$ cat config.mk
export PLATFORM = sky130hd
export DESIGN_NAME = datagram_link_tx
export DESIGN_NICKNAME = d
export VERILOG_FILES = /design/src/rtl/datagram_link_tx_pkg.sv /design/src/rtl/datagram_link_tx_crc8_step.sv /design/src/rtl/datagram_link_tx.sv
export SDC_FILE = /design/constraint.sdc
export NUM_CORES = 1
export LEC_CHECK = 0
export CAP_MARGIN = 20
export CORE_MARGIN = 3
export CORE_UTILIZATION = 40
export DETAILED_ROUTE_END_ITERATION = 8
export SLEW_MARGIN = 10
export SYNTH_ARGS = -nofsm -noshare
export SYNTH_HDL_FRONTEND = slang
export SYNTH_HIERARCHICAL = 1
export SYNTH_SLANG_ARGS = --single-unit
$ cat constraint.sdc
create_clock -name clk -period 1.8 [get_ports clk]
set_input_delay 0.36 -clock clk [delete_from_list [all_inputs] [get_ports clk]]
set_output_delay 0.36 -clock clk [all_outputs]
set_load 0.03 [all_outputs]
$ cat src/rtl/datagram_link_tx_pkg.sv
// -----------------------------------------------------------------------------
// datagram_link_tx_pkg
// Shared definitions for the core->display datagram link. These are used by the
// transmitter and by the receiver on the display side.
//   - datagram field sizes and the total MESSAGE_SIZE
//   - link framing constants (preamble byte, CRC-8 polynomial)
//   - link state enum
//   - single-bit CRC-8 update helper
// -----------------------------------------------------------------------------
package datagram_link_tx_pkg;

    localparam int STATE_SIZE       = 4;
    localparam int INGAME_DATA_SIZE = 28;
    localparam int MESSAGE_SIZE     = INGAME_DATA_SIZE + STATE_SIZE;

    localparam logic [7:0] LINK_PREAMBLE = 8'hA5;
    localparam logic [7:0] LINK_CRC_POLY = 8'h07;

    typedef enum logic [2:0] {
        LTX_IDLE = 3'd0,
        LTX_PRE  = 3'd1,
        LTX_PAY  = 3'd2,
        LTX_CRC  = 3'd3,
        LTX_GAP  = 3'd4
    } link_tx_state_t;

    // One message bit into a CRC-8 (MSB-first, no reflection).
    function automatic logic [7:0] crc8_bit(input logic [7:0] crc, input logic din);
        logic fb;
        fb = crc[7] ^ din;
        return {crc[6:0], 1'b0} ^ (fb ? LINK_CRC_POLY : 8'h00);
    endfunction

endpackage

$ cat src/rtl/datagram_link_tx_crc8_step.sv
// -----------------------------------------------------------------------------
// crc8_step
// Combinational CRC-8 update over one LANES-bit beat. The MSB of the beat is
// taken first. Shared with the link receiver.
// Ports:
//   crc_in  [7:0]       running CRC before this beat
//   data    [LANES-1:0] beat bits
//   crc_out [7:0]       running CRC after this beat
// -----------------------------------------------------------------------------
module crc8_step
    import datagram_link_tx_pkg::*;
#(
    parameter int LANES = 4
) (
    input  logic [7:0]       crc_in,
    input  logic [LANES-1:0] data,
    output logic [7:0]       crc_out
);

    logic [7:0] crc_v_s;

    // Unrolled bit-serial update, beat MSB first
    always_comb begin
        crc_v_s = crc_in;
        for (int i = LANES - 1; i >= 0; i--) begin
            crc_v_s = crc8_bit(crc_v_s, data[i]);
        end
        crc_out = crc_v_s;
    end

endmodule

$ cat src/rtl/datagram_link_tx.sv
// -----------------------------------------------------------------------------
// datagram_link_tx
// Core-side transmitter of the core->display datagram link. On a request it
// snapshots the datagram and sends a frame over a narrow source-synchronous bus:
// the preamble byte, the payload (zero-padded at the LSB end to whole beats) and
// then a CRC-8 of the payload beats. A fixed idle gap follows each frame.
// Ports:
//   clk         system clock
//   rst         synchronous active-high reset
//   datagram    payload, sampled only on acceptance
//   send_req    level-sensitive frame request
//   send_ack    pulse in the acceptance cycle
//   busy        frame or gap in progress
//   tx_sclk     link clock; the receiver samples on its rising edge
//   tx_frame    high during preamble, payload and CRC beats
//   tx_data     beat data, MSB-first
//   drop_count  saturating count of request rising edges seen while busy
// -----------------------------------------------------------------------------
module datagram_link_tx
    import datagram_link_tx_pkg::*;
#(
    parameter int         MSG_W     = MESSAGE_SIZE,
    parameter int         LANES     = 4,
    parameter int         CLK_DIV   = 4,
    parameter int         GAP_BEATS = 2,
    parameter logic [7:0] PREAMBLE  = LINK_PREAMBLE
) (
    input  logic             clk,
    input  logic             rst,
    input  logic [MSG_W-1:0] datagram,
    input  logic             send_req,
    output logic             send_ack,
    output logic             busy,
    output logic             tx_sclk,
    output logic             tx_frame,
    output logic [LANES-1:0] tx_data,
    output logic [7:0]       drop_count
);

    localparam int NB        = (MSG_W + LANES - 1) / LANES;
    localparam int PAY_W     = NB * LANES;
    localparam int SH_W      = 8 + PAY_W;
    localparam int SYM_BEATS = 8 / LANES;
    localparam int CNT_W     = $clog2(CLK_DIV);
    localparam int MAX_B0    = (NB > GAP_BEATS) ? NB : GAP_BEATS;
    localparam int MAX_B1    = (MAX_B0 > SYM_BEATS) ? MAX_B0 : SYM_BEATS;
    localparam int BEAT_W    = $clog2(MAX_B1 + 1);

    localparam logic [CNT_W-1:0]  CNT_LAST = CNT_W'(CLK_DIV - 1);
    localparam logic [CNT_W-1:0]  CNT_HALF = CNT_W'(CLK_DIV / 2);
    localparam logic [CNT_W-1:0]  CNT_ONE  = CNT_W'(1);
    localparam logic [BEAT_W-1:0] BEAT_ONE = BEAT_W'(1);
    localparam logic [BEAT_W-1:0] SYM_LAST = BEAT_W'(SYM_BEATS - 1);
    localparam logic [BEAT_W-1:0] PAY_LAST = BEAT_W'(NB - 1);
    localparam logic [BEAT_W-1:0] GAP_LAST = BEAT_W'(GAP_BEATS - 1);

    link_tx_state_t    state_r, state_s;
    logic [CNT_W-1:0]  cnt_r, cnt_s;
    logic [BEAT_W-1:0] beat_r, beat_s;
    logic [SH_W-1:0]   sh_r, sh_s;
    logic [7:0]        crc_r, crc_s;
    logic [LANES-1:0]  data_r, data_s;
    logic              frame_r, frame_s;
    logic              sclk_r, sclk_s;
    logic              busy_r, busy_s;
    logic [7:0]        drop_r, drop_s;
    logic              req_d_r;

    logic [PAY_W-1:0]  pay_s;
    logic [SH_W-1:0]   load_s;
    logic [LANES-1:0]  sh_top_s;
    logic [7:0]        crc_step_s;
    logic              beat_end_s;
    logic              accept_s;

    // Frame image at acceptance: preamble followed by the LSB-padded payload
    always_comb begin
        pay_s                    = '0;
        pay_s[PAY_W-1 -: MSG_W]  = datagram;
        load_s                   = {PREAMBLE, pay_s};
    end

    assign sh_top_s   = sh_r[SH_W-1 -: LANES];
    assign beat_end_s = (cnt_r == CNT_LAST);

    crc8_step #(.LANES(LANES)) u_crc (
        .crc_in  (crc_r),
        .data    (sh_top_s),
        .crc_out (crc_step_s)
    );

    // Next-state and next-beat decode; beat outputs only change at count 0
    always_comb begin
        state_s  = state_r;
        beat_s   = beat_r;
        sh_s     = sh_r;
        crc_s    = crc_r;
        data_s   = data_r;
        frame_s  = frame_r;
        accept_s = 1'b0;
        case (state_r)
            LTX_IDLE: begin
                beat_s  = '0;
                data_s  = '0;
                frame_s = 1'b0;
                if (send_req) begin
                    accept_s = 1'b1;
                    state_s  = LTX_PRE;
                    data_s   = load_s[SH_W-1 -: LANES];
                    sh_s     = load_s << LANES;
                    crc_s    = 8'h00;
                    frame_s  = 1'b1;
                end else begin
                    state_s = LTX_IDLE;
                end
            end
            LTX_PRE: begin
                if (beat_end_s) begin
                    // The next beat comes from the shift register whether it is
                    // preamble or the first payload beat; only payload feeds CRC.
                    data_s = sh_top_s;
                    sh_s   = sh_r << LANES;
                    if (beat_r == SYM_LAST) begin
                        state_s = LTX_PAY;
                        beat_s  = '0;
                        crc_s   = crc_step_s;
                    end else begin
                        beat_s = beat_r + BEAT_ONE;
                    end
                end else begin
                    beat_s = beat_r;
                end
            end
            LTX_PAY: begin
                if (beat_end_s) begin
                    if (beat_r == PAY_LAST) begin
                        // crc_r already covers every payload beat here
                        state_s = LTX_CRC;
                        beat_s  = '0;
                        data_s  = crc_r[7 -: LANES];
                        crc_s   = crc_r << LANES;
                    end else begin
                        beat_s = beat_r + BEAT_ONE;
                        data_s = sh_top_s;
                        sh_s   = sh_r << LANES;
                        crc_s  = crc_step_s;
                    end
                end else begin
                    beat_s = beat_r;
                end
            end
            LTX_CRC: begin
                if (beat_end_s) begin
                    if (beat_r == SYM_LAST) begin
                        state_s = (GAP_BEATS == 0) ? LTX_IDLE : LTX_GAP;
                        beat_s  = '0;
                        data_s  = '0;
                        frame_s = 1'b0;
                    end else begin
                        beat_s = beat_r + BEAT_ONE;
                        data_s = crc_r[7 -: LANES];
                        crc_s  = crc_r << LANES;
                    end
                end else begin
                    beat_s = beat_r;
                end
            end
            LTX_GAP: begin
                data_s  = '0;
                frame_s = 1'b0;
                if (beat_end_s) begin
                    if (beat_r == GAP_LAST) begin
                        state_s = LTX_IDLE;
                        beat_s  = '0;
                    end else begin
                        beat_s = beat_r + BEAT_ONE;
                    end
                end else begin
                    beat_s = beat_r;
                end
            end
            default: begin
                state_s = LTX_IDLE;
                beat_s  = '0;
                data_s  = '0;
                frame_s = 1'b0;
            end
        endcase
    end

    // Beat phase counter and the link clock it produces; sclk held low in IDLE
    always_comb begin
        if ((state_s == LTX_IDLE) || (state_r == LTX_IDLE) || beat_end_s) begin
            cnt_s = '0;
        end else begin
            cnt_s = cnt_r + CNT_ONE;
        end
        sclk_s = (state_s != LTX_IDLE) && (cnt_s >= CNT_HALF);
        busy_s = (state_s != LTX_IDLE);
    end

    // Saturating count of request rising edges that arrive while busy
    always_comb begin
        if (send_req && !req_d_r && busy_r && (drop_r != 8'hFF)) begin
            drop_s = drop_r + 8'd1;
        end else begin
            drop_s = drop_r;
        end
    end

    // State and output registers
    always_ff @(posedge clk) begin
        if (rst) begin
            state_r <= LTX_IDLE;
            cnt_r   <= '0;
            beat_r  <= '0;
            sh_r    <= '0;
            crc_r   <= 8'h00;
            data_r  <= '0;
            frame_r <= 1'b0;
            sclk_r  <= 1'b0;
            busy_r  <= 1'b0;
            drop_r  <= 8'h00;
            req_d_r <= 1'b0;
        end else begin
            state_r <= state_s;
            cnt_r   <= cnt_s;
            beat_r  <= beat_s;
            sh_r    <= sh_s;
            crc_r   <= crc_s;
            data_r  <= data_s;
            frame_r <= frame_s;
            sclk_r  <= sclk_s;
            busy_r  <= busy_s;
            drop_r  <= drop_s;
            req_d_r <= send_req;
        end
    end

    // Acknowledge is combinational so it lands in the request cycle; reset wins
    assign send_ack   = accept_s & ~rst;
    assign busy       = busy_r;
    assign tx_sclk    = sclk_r;
    assign tx_frame   = frame_r;
    assign tx_data    = data_r;
    assign drop_count = drop_r;

endmodule

Word-level counts from Yosys, hierarchy flattened
Cells that the tools add are included.
{"block": "word_totals", "wordCells": 107, "register_bits": 73, "inputBits": 35, "output_inout_bits": 16}
{"block": "op_classes", "mux": 45, "n_bitwise": 11, "n_addsub": 3, "magnitude_cmp": 1, "n_eq_ne": 17, "n_reduce_logical": 19}
{"op": "40-bit 2-to-1 mux", "n": 4}
{"op": "40-bit one-hot mux with 3 select lines", "n": 1}
{"op": "8-bit 2-to-1 mux", "n": 7}
{"op": "4-bit 2-to-1 mux", "n": 10}
{"op": "3-bit 2-to-1 mux", "n": 12}
{"op": "8-bit one-hot mux with 4 select lines", "n": 1}
{"op": "8-bit XOR", "n": 4}
{"op": "2-bit != test (second input constant)", "n": 8}
{"op": "4-bit one-hot mux with 4 select lines", "n": 1}
{"op": "3-bit one-hot mux with 5 select lines", "n": 1}
{"op": "8-bit by 1-bit adder with 8-bit output (second input constant)", "n": 1}
{"op": "8-bit != test (second input constant)", "n": 1}
{"op": "4-bit one-hot mux with 2 select lines", "n": 1}
{"op": "7-bit AND reduction", "n": 1}
{"op": "3-bit by 2-bit == test with 1-bit output (second input constant)", "n": 2}
{"op": "3-bit logical NOT", "n": 2}
{"op": "3-bit AND reduction", "n": 2}
{"op": "3-bit nonzero test", "n": 2}
{"op": "1-bit 2-to-1 mux", "n": 5}
{"op": "5-bit AND reduction", "n": 1}
{"op": "4-bit by 1-bit adder with 4-bit output (second input constant)", "n": 1}
{"op": "4-bit by 1-bit == test with 1-bit output (second input constant)", "n": 1}
{"op": "4-bit by 3-bit == test with 1-bit output (second input constant)", "n": 1}
{"op": "1-bit logical AND", "n": 4}
{"op": "17 further kinds", "n": 22}

Longest topological paths before layout
{"block": "depth", "depth_word": 15, "depth_mapped": 7, "mapped_depth_nobuf": 6}

By module
The synthesis kept the hierarchy.
{"mod": "datagram_link_tx", "seq_area_each_um2": 1381.3, "cells_per_inst": 414, "n_inst": 1, "area_each_um2": 3677.3}
{"mod": "crc8_step", "seq_area_each_um2": 0.0, "cells_per_inst": 12, "n_inst": 1, "area_each_um2": 162.7}

Worst setup path after synthesis
No wires, ideal clock.
{"block": "synth_timing", "path_type": "flip-flop to flip-flop", "from": "register beat_r[0]", "to": "register sh_r[32]", "required_time_ns": 1.668, "t_arrival_ns": 1.716, "n_path_buf": 2, "path_stages_with_launch": 8, "setup_slack_ns": -0.048, "period_less_slack_ns": 1.848, "setup_time_ns": 0.132, "cell_sequence": "dfxtp_1 ha_1 and3b_1 buf_6 o32a_4 buf_6 a2111oi_2 nor3_1"}
{"block": "synth_via", "elab_chain_cells": 3}
{"item": "start, declared", "line_no": "datagram_link_tx.sv:59", "rtl": "logic [BEAT_W-1:0] beat_r, beat_s;"}
{"item": "start signal, assigned", "line_no": "datagram_link_tx.sv:228", "rtl": "beat_r <= beat_s;"}
{"item": "4-bit by 3-bit == test with 1-bit output", "line_no": "datagram_link_tx.sv:136", "rtl": "if (beat_r == PAY_LAST) begin"}
{"item": "2-bit != test (no line)"}
{"item": "5-bit AND reduction (no line)"}
{"item": "end signal, assigned", "line_no": "datagram_link_tx.sv:229", "rtl": "sh_r <= sh_s;"}
{"item": "end, declared", "line_no": "datagram_link_tx.sv:60", "rtl": "logic [SH_W-1:0] sh_r, sh_s;"}
Every way passes these cells.
A chain may end at the register's enable or synchronous reset.

Worst setup path after layout
{"block": "layout_timing", "from": "register beat_r[1]", "to": "register sh_r[8]"}
Same word-level chain as after synthesis.

==> impl.org <==
** Place
- Buffers placed on the I/O ports in this run total 50.
- After detailed placement, the design holds a cell count of ~600.
- Placer Congestion :: 0.804
- Pre-CTS setup slack :: -328 ps
- Sum of net half-perimeters after detailed placement :: 6400 um

** Global route
- Number of antenna violations at the first check in global routing :: 0
- Global-route congestion overflow total :: 0
- Pin count of the biggest net entering global routing :: 66
- Vias in the first global route :: between 3000 and 4000
- Across every metal layer, demand over resource in global routing totals a little under a fifth.
- Global-route wire length before repair :: 16700 um

** Yosys
- Average size of a mapped cell :: between 9 and 10 sq um
- Number of synthesized register bits :: just under 70
- Counting every net in the synthesized netlist gives 465.
- During synthesis, Yosys emitted a total of 6 warnings.
- Summing the sequential cell areas from Yosys gives a little over a third of the chip area.
- In this run, synthesis inferred 0 flip-flops with an integrated enable.
- Most used DFF post-synth :: sky130_fd_sc_hd__dfxtp_1
- Largest cells by area after synthesis :: sky130_fd_sc_hd__dfxtp_1, sky130_fd_sc_hd__a2111oi_2, sky130_fd_sc_hd__a21oi_1
- Synthesis produced approximately 430 cells.
- FFs w/ async S/R, synth :: 0%
- In this run the biggest area consumer among cell types represents between 30% and 40% of the synthesized area.
- The mapped netlist covers ~3800 sq um.
- The synthesized netlist contains 54 unique library cells.
- Cell taking the most area after synthesis :: sky130_fd_sc_hd__dfxtp_1

** STA
- Slew Limit Fails :: 0
- Setup ws final :: approximately 27 ps
- At the pin with the least slew margin, the transition time is 822 ps.
- Slew margin rel. :: between 40% and 50%
- The tightest hold path in the finished design has a slack of 422 ps.
- Setup violations remaining at the end of the flow were counted as 0.
- Final min period :: about 1800 ps
- The count of final hold-check violations is 0.
- Max frequency :: ~0.56 GHz
- Worst Skew :: between 10 and 15 ps
- Setup repair after global routing could not meet its margin everywhere.
- Share of the clock period used by the worst path :: between 90% and 100%

** Clocking
- After clock tree synthesis, the clock-pin slew on the worst setup and hold paths is 80 ps.
- Clock tree sinks :: 69
- Clock latency at the later pin of the worst-skew pair :: 350 ps
- In this run, CTS created clock tree buffers numbering 9.
- TritonCTS built the clock tree.
- The H-tree generated during clock tree synthesis spans 3 levels.
- Root Buffer Master :: sky130_fd_sc_hd__clkbuf_8
- The clock passes through at most 2 buffers.

** Cells and area
- Of the cells placed in the final design, the portion with a size suffix greater than 1 is roughly 28%.
- The count of cells in the finished layout, fillers not included, comes to 640.
- The repair_antennas step left the layout with diodes totalling 0.
- Compared with the post-synthesis result, the final layout area differs by 47.2%.
- Leaving out fill and tap cells, the most frequent cell in the layout is sky130_fd_sc_hd__dfxtp_1.
- Leading cell types in the layout, fill and taps excluded :: sky130_fd_sc_hd__dfxtp_1, sky130_fd_sc_hd__a21oi_1, sky130_fd_sc_hd__buf_4, sky130_fd_sc_hd__nor3_1, sky130_fd_sc_hd__clkdlybuf4s50_1
- Net total in the final layout :: 546

** Detailed routing
- For this run, design rule violations remaining after detail routing come to 0.
- Routed wire per std cell :: 16.7 um
- In this run, the number of DRC markers left after iteration 0 of detailed routing was 139.
- Via/cell ratio :: between 5 and 6
- For this block, the routed nets add up to ~11000 um of wire.
- Count of antenna-violating nets left after detailed routing :: 0
- Count of TritonRoute iterations in the first routing pass :: 4
- Via count of the routed design :: between 3000 and 4000

** Job
- Reported max-cap violation count :: 0

** Setup path
- Worst Setup Start Kind :: flop
- Data on the critical path is required at its endpoint by around 2000 ps.
- Slack of the worst reg-to-reg path :: ~27 ps
- Class of the most critical setup path :: reg -> reg
- The worst setup path is captured at a flop.
- Along the worst path, the maximum fanout reaches 5.
- WP data arrival :: 1980 ps

** Floorplanning
- Ports :: slightly above 50
- Placement row count :: 35
- The die is 104 um tall.
- Starting Density :: approximately 41%
- Area enclosed by the die boundary :: 10800 sq um
- From left edge to right edge, the die measures between 100 and 150 um.
- The floorplan step defined a core boundary enclosing approximately 9300 sq um.

** Power and ir drop
- Power per cell area :: approximately 720 nW/um^2
- Summed over all cells, the static leakage comes to ~2.1 nW.
- VDD sags by at most 0.000512 V.

** Min path
- The tightest min-delay check is of the in -> reg type.

** Run status
- The run finished with clean final reports.
## cell usage after synthesis, types with 5 or more instances
cell type and number:
sky130_fd_sc_hd__dfxtp_1 69, sky130_fd_sc_hd__xnor2_1 9, sky130_fd_sc_hd__nor3_1 40, sky130_fd_sc_hd__nand3_1 6
sky130_fd_sc_hd__a311oi_1 5, sky130_fd_sc_hd__o21ai_0 13, sky130_fd_sc_hd__nand4_1 6, sky130_fd_sc_hd__and3_1 32
sky130_fd_sc_hd__a2111oi_0 8, sky130_fd_sc_hd__nor2_1 16, sky130_fd_sc_hd__nand2b_1 11, sky130_fd_sc_hd__inv_1 15
sky130_fd_sc_hd__a2111oi_2 22, sky130_fd_sc_hd__clkbuf_1 24, sky130_fd_sc_hd__buf_6 7, sky130_fd_sc_hd__nand2_1 10
sky130_fd_sc_hd__buf_2 9, sky130_fd_sc_hd__a21oi_1 48
## path summary, 6_finish.rpt
path,start,to,cells after the start
worst max-delay path,beat_r[1],sh_r[8],5
worst min-delay path,rst,beat_r[0],3
worst max register to register,beat_r[1],sh_r[8],5
worst min register to register,cnt_r[0],cnt_r[0],1
## worst max-delay path: stages (launching register included)
cell,delay (ps)
sky130_fd_sc_hd__dfxtp_2,340
sky130_fd_sc_hd__ha_4,150
sky130_fd_sc_hd__and3b_2,240
sky130_fd_sc_hd__o32a_2,470
sky130_fd_sc_hd__a2111oi_1,350
sky130_fd_sc_hd__nor3_1,80
## sequential cells by signal, indices dropped and copies added, names as in the netlist
signal,flops
busy,1
tx_frame,1
state_r,3
req_d_r,1
sh_r,36
cnt_r,2
crc_r,8
tx_sclk,1
beat_r,4
tx_data,4
drop_count,8
## layer usage
metal | wire [um] | vias to the layer above | global-route usage, %
met5 | 0 | - | 0
li1 | - | 1774 | -
met1 | 5140 | 1723 | 25.3
met3 | 418 | 13 | 2.67
met4 | 158 | 0 | 6.65
met2 | 4970 | 82 | 29.9
## stage by stage
stage | util, % | setup TNS (ps) | instance area (sq um) | power (mW)
after floorplan | - | 0 | 3850 | 2.05
after global placement | 50.8 | -12550 | 4720 | 2.28
after detailed placement | 50.8 | -13230 | 4720 | 2.29
after CTS | 57.5 | -219 | 5340 | 4.03
after global routing | 60.9 | -250 | 5650 | 4.24
final | 60.9 | 0 | 5650 | 4.09
## logic make-up after synthesis
family	share of synthesized area, %
compound gates	25.9
xor+xnor	6.03
fa+ha+maj	1.30
buf+inv	7.53
flops	36.0
mux	0.782
simple gates	22.5
## power breakdown
part	internal (mW)	switching [mW]	leakage [nW]
sequential	1.60	0.0486	0.569
clock	1.06	0.606	0.126
combinational	0.397	0.374	1.40
total	3.06	1.03	2.09
## area by class of cell
| cell class | count | area (sq um) |
|---|---|---|
| Multi-Input combinational cell | 300 | 2650 |
| Tap cell | 129 | 161 |
| Clock inverter | 6 | 136 |
| Sequential cell | 69 | 1400 |
| Timing Repair Buffer | 112 | 1130 |
| Inverter | 15 | 56.3 |
| Fill cell | 830 | 3630 |
| Clock buffer | 9 | 124 |
## what timing repair did
item / in CTS / in global routing
cloned: 1 / 5
pin swaps: 35 / 22
hold buffers: 0 / 0
buffers inserted: 6 / 5
setup endpoints to repair: 43 / 49
resized for setup: 44 / 39
hold endpoints to repair: 0 / 0
Note: power is estimated with default switching activity, not from simulation.
==> RTL change: new RTL, config.mk and constraints unchanged <==
Encoding of `link_tx_state_t`: now one-hot (5 bits for 5 states).
--- a/src/rtl/datagram_link_tx_pkg.sv
+++ b/src/rtl/datagram_link_tx_pkg.sv
@@ -16,12 +16,12 @@
     localparam logic [7:0] LINK_PREAMBLE = 8'hA5;
     localparam logic [7:0] LINK_CRC_POLY = 8'h07;
 
-    typedef enum logic [2:0] {
-        LTX_IDLE = 3'd0,
-        LTX_PRE  = 3'd1,
-        LTX_PAY  = 3'd2,
-        LTX_CRC  = 3'd3,
-        LTX_GAP  = 3'd4
+    typedef enum logic [4:0] {
+        LTX_IDLE = 5'b00001,
+        LTX_PRE  = 5'b00010,
+        LTX_PAY  = 5'b00100,
+        LTX_CRC  = 5'b01000,
+        LTX_GAP  = 5'b10000
     } link_tx_state_t;
 
     // One message bit into a CRC-8 (MSB-first, no reflection).
Formal check against the unedited RTL: same outputs for any inputs over 10 cycles, from zero or initial values and one cycle with rst high; not proved beyond that.
==> RTL change against the unedited design <==
- the run now ends with setup timing left
- wire length decreased by 13%
- sequential cell count up 2
- critical path depth up 3
- combinational power rose by 48%
- first-iteration DRC count is 6.5% lower
- total power hardly changed
- cell area fell by 8.0%
- worst setup slack got worse by 0.089 ns
- area after synthesis fell by 7.0%
- largest power group is now registers
- highest routed layer unchanged
==> RTL change: results (changes against the unedited design) <==
Parameter                              Value

Layout
  Clock Buffer Count    13 (was 9)
  Sequential share of cell area    27.75% (was 24.68%)
  Number of signal-net buffers in the layout    121 (was 112)
  Fill cells    740 (was 830)
  Share of final-layout standard cells stronger than drive strength 1    29.31% (was 28.38%)
  Fraction of area in multi-input gates    42.48% (was 46.79%)
  Non-clock inverters    6 (was 15)
  Final net count    556 (was 546)
  FF+latch count    71 (was 69)
  Multi-Input Combinational    308 (was 300)

Global route
  Met3 track demand over resource in global routing    4.221% (was 2.669%)
  Vias in the first global route    3172 (was 3390)
  Overall Global Routing Usage    17.57% (was 18.57%)
  Pin count of the biggest net entering global routing    35 (was 66)
  Wire length of the first global-routing pass    14450 um (was 16680 um)
  Fraction of met1 tracks used by global routing    22.33% (was 25.35%)

Worst setup path
  Endpoint of the most critical register-to-register path    beat_r[2] (was sh_r[8])
  Largest stage delay on the critical path    0.56 ns (was 0.47 ns)
  Slowest stage cell on the critical path    sky130_fd_sc_hd__or4b_4 (was sky130_fd_sc_hd__o32a_2)
  Critical path arrival    2.13 ns (was 1.98 ns)

Outcome
  Failing checks    setup timing
  Result of the run    finished with violations (was finished clean)

STA
  Minimum hold slack    0.4141 ns (was 0.4219 ns)
  Pin slew with the least headroom to its limit    0.3955 ns (was 0.8217 ns)
  Setup ws final    -0.06172 ns (was 0.02705 ns)
  Post-route setup TNS    -0.08443 ns (was 0 ns)
  Setup-violating endpoint count in the final report    3 (was 0)
  Maximum clock skew at final layout    0.01100 ns (was 0.01148 ns)

Clock network
  Number of buffers inserted by post-CTS setup repair    7 (was 6)
  Resized Gates After CTS    35 (was 44)

Pwr
  Maximum resistive drop on vdd    0.5685 mV (was 0.5118 mV)
  Static Leak    2.071 nW (was 2.093 nW)

Logic synthesis
  Most numerous cell types in the synthesized netlist    sky130_fd_sc_hd__dfxtp_1, sky130_fd_sc_hd__nand2_1, sky130_fd_sc_hd__nor2_1 (was sky130_fd_sc_hd__dfxtp_1, sky130_fd_sc_hd__a21oi_1, sky130_fd_sc_hd__nor3_1)
  Syn_nets    458 (was 465)
  Top cells by area in the synthesized netlist    sky130_fd_sc_hd__dfxtp_1, sky130_fd_sc_hd__a311oi_1, sky130_fd_sc_hd__nand2_1 (was sky130_fd_sc_hd__dfxtp_1, sky130_fd_sc_hd__a2111oi_2, sky130_fd_sc_hd__a21oi_1)
  Count of different cell masters after synthesis    57 (was 54)

Drt
  Routed Wire Length    9282 um (was 10690 um)
  Length of routed wiring on met1    4210 um (was 5140 um)
  Vias per inst    5.404 (was 5.613)
  Initial DRC count    130 (was 139)

Placed design
  Worst-case setup slack after placement    -0.2191 ns (was -0.3282 ns)
  Routability cong.    0.8260 (was 0.8042)
  DP Wirelength    5866 um (was 6403 um)
## RTL change: cell families (layout without fill, tap and decap cells)
kind of cell               Yosys count  after routing  synth area share [%]
AOI/OAI and AO/OA                   96             96                 19.90
xor gates and xnor gates            17             17                 6.200
adders and majority gates            5              5                 1.716
buffers and inverters               40            143                 6.095
DFF                                 71             71                 39.79
muxes                                5              5                 1.401
and+or+nand+nor                    185            185                 24.90
## RTL change: power groups by stage
stage | clock, mW | combinational (mW) | sequential (mW)
after CTS | 1.18 | 1.01 | 1.80
after global placement | 0 | 0.874 | 1.83
after detailed placement | 0 | 0.892 | 1.83
after global routing | 1.24 | 1.23 | 1.81
final | 1.15 | 1.14 | 1.80
after floorplan | 0 | 0.570 | 1.83
## RTL change: through the flow
step,instances,total power [mW],area (sq um)
finish,627,4.083,5199
global route,627,4.287,5199
CTS,615,3.981,4872
detailed placement,588,2.721,4449
global placement,588,2.700,4449
floorplan,419,2.403,3583
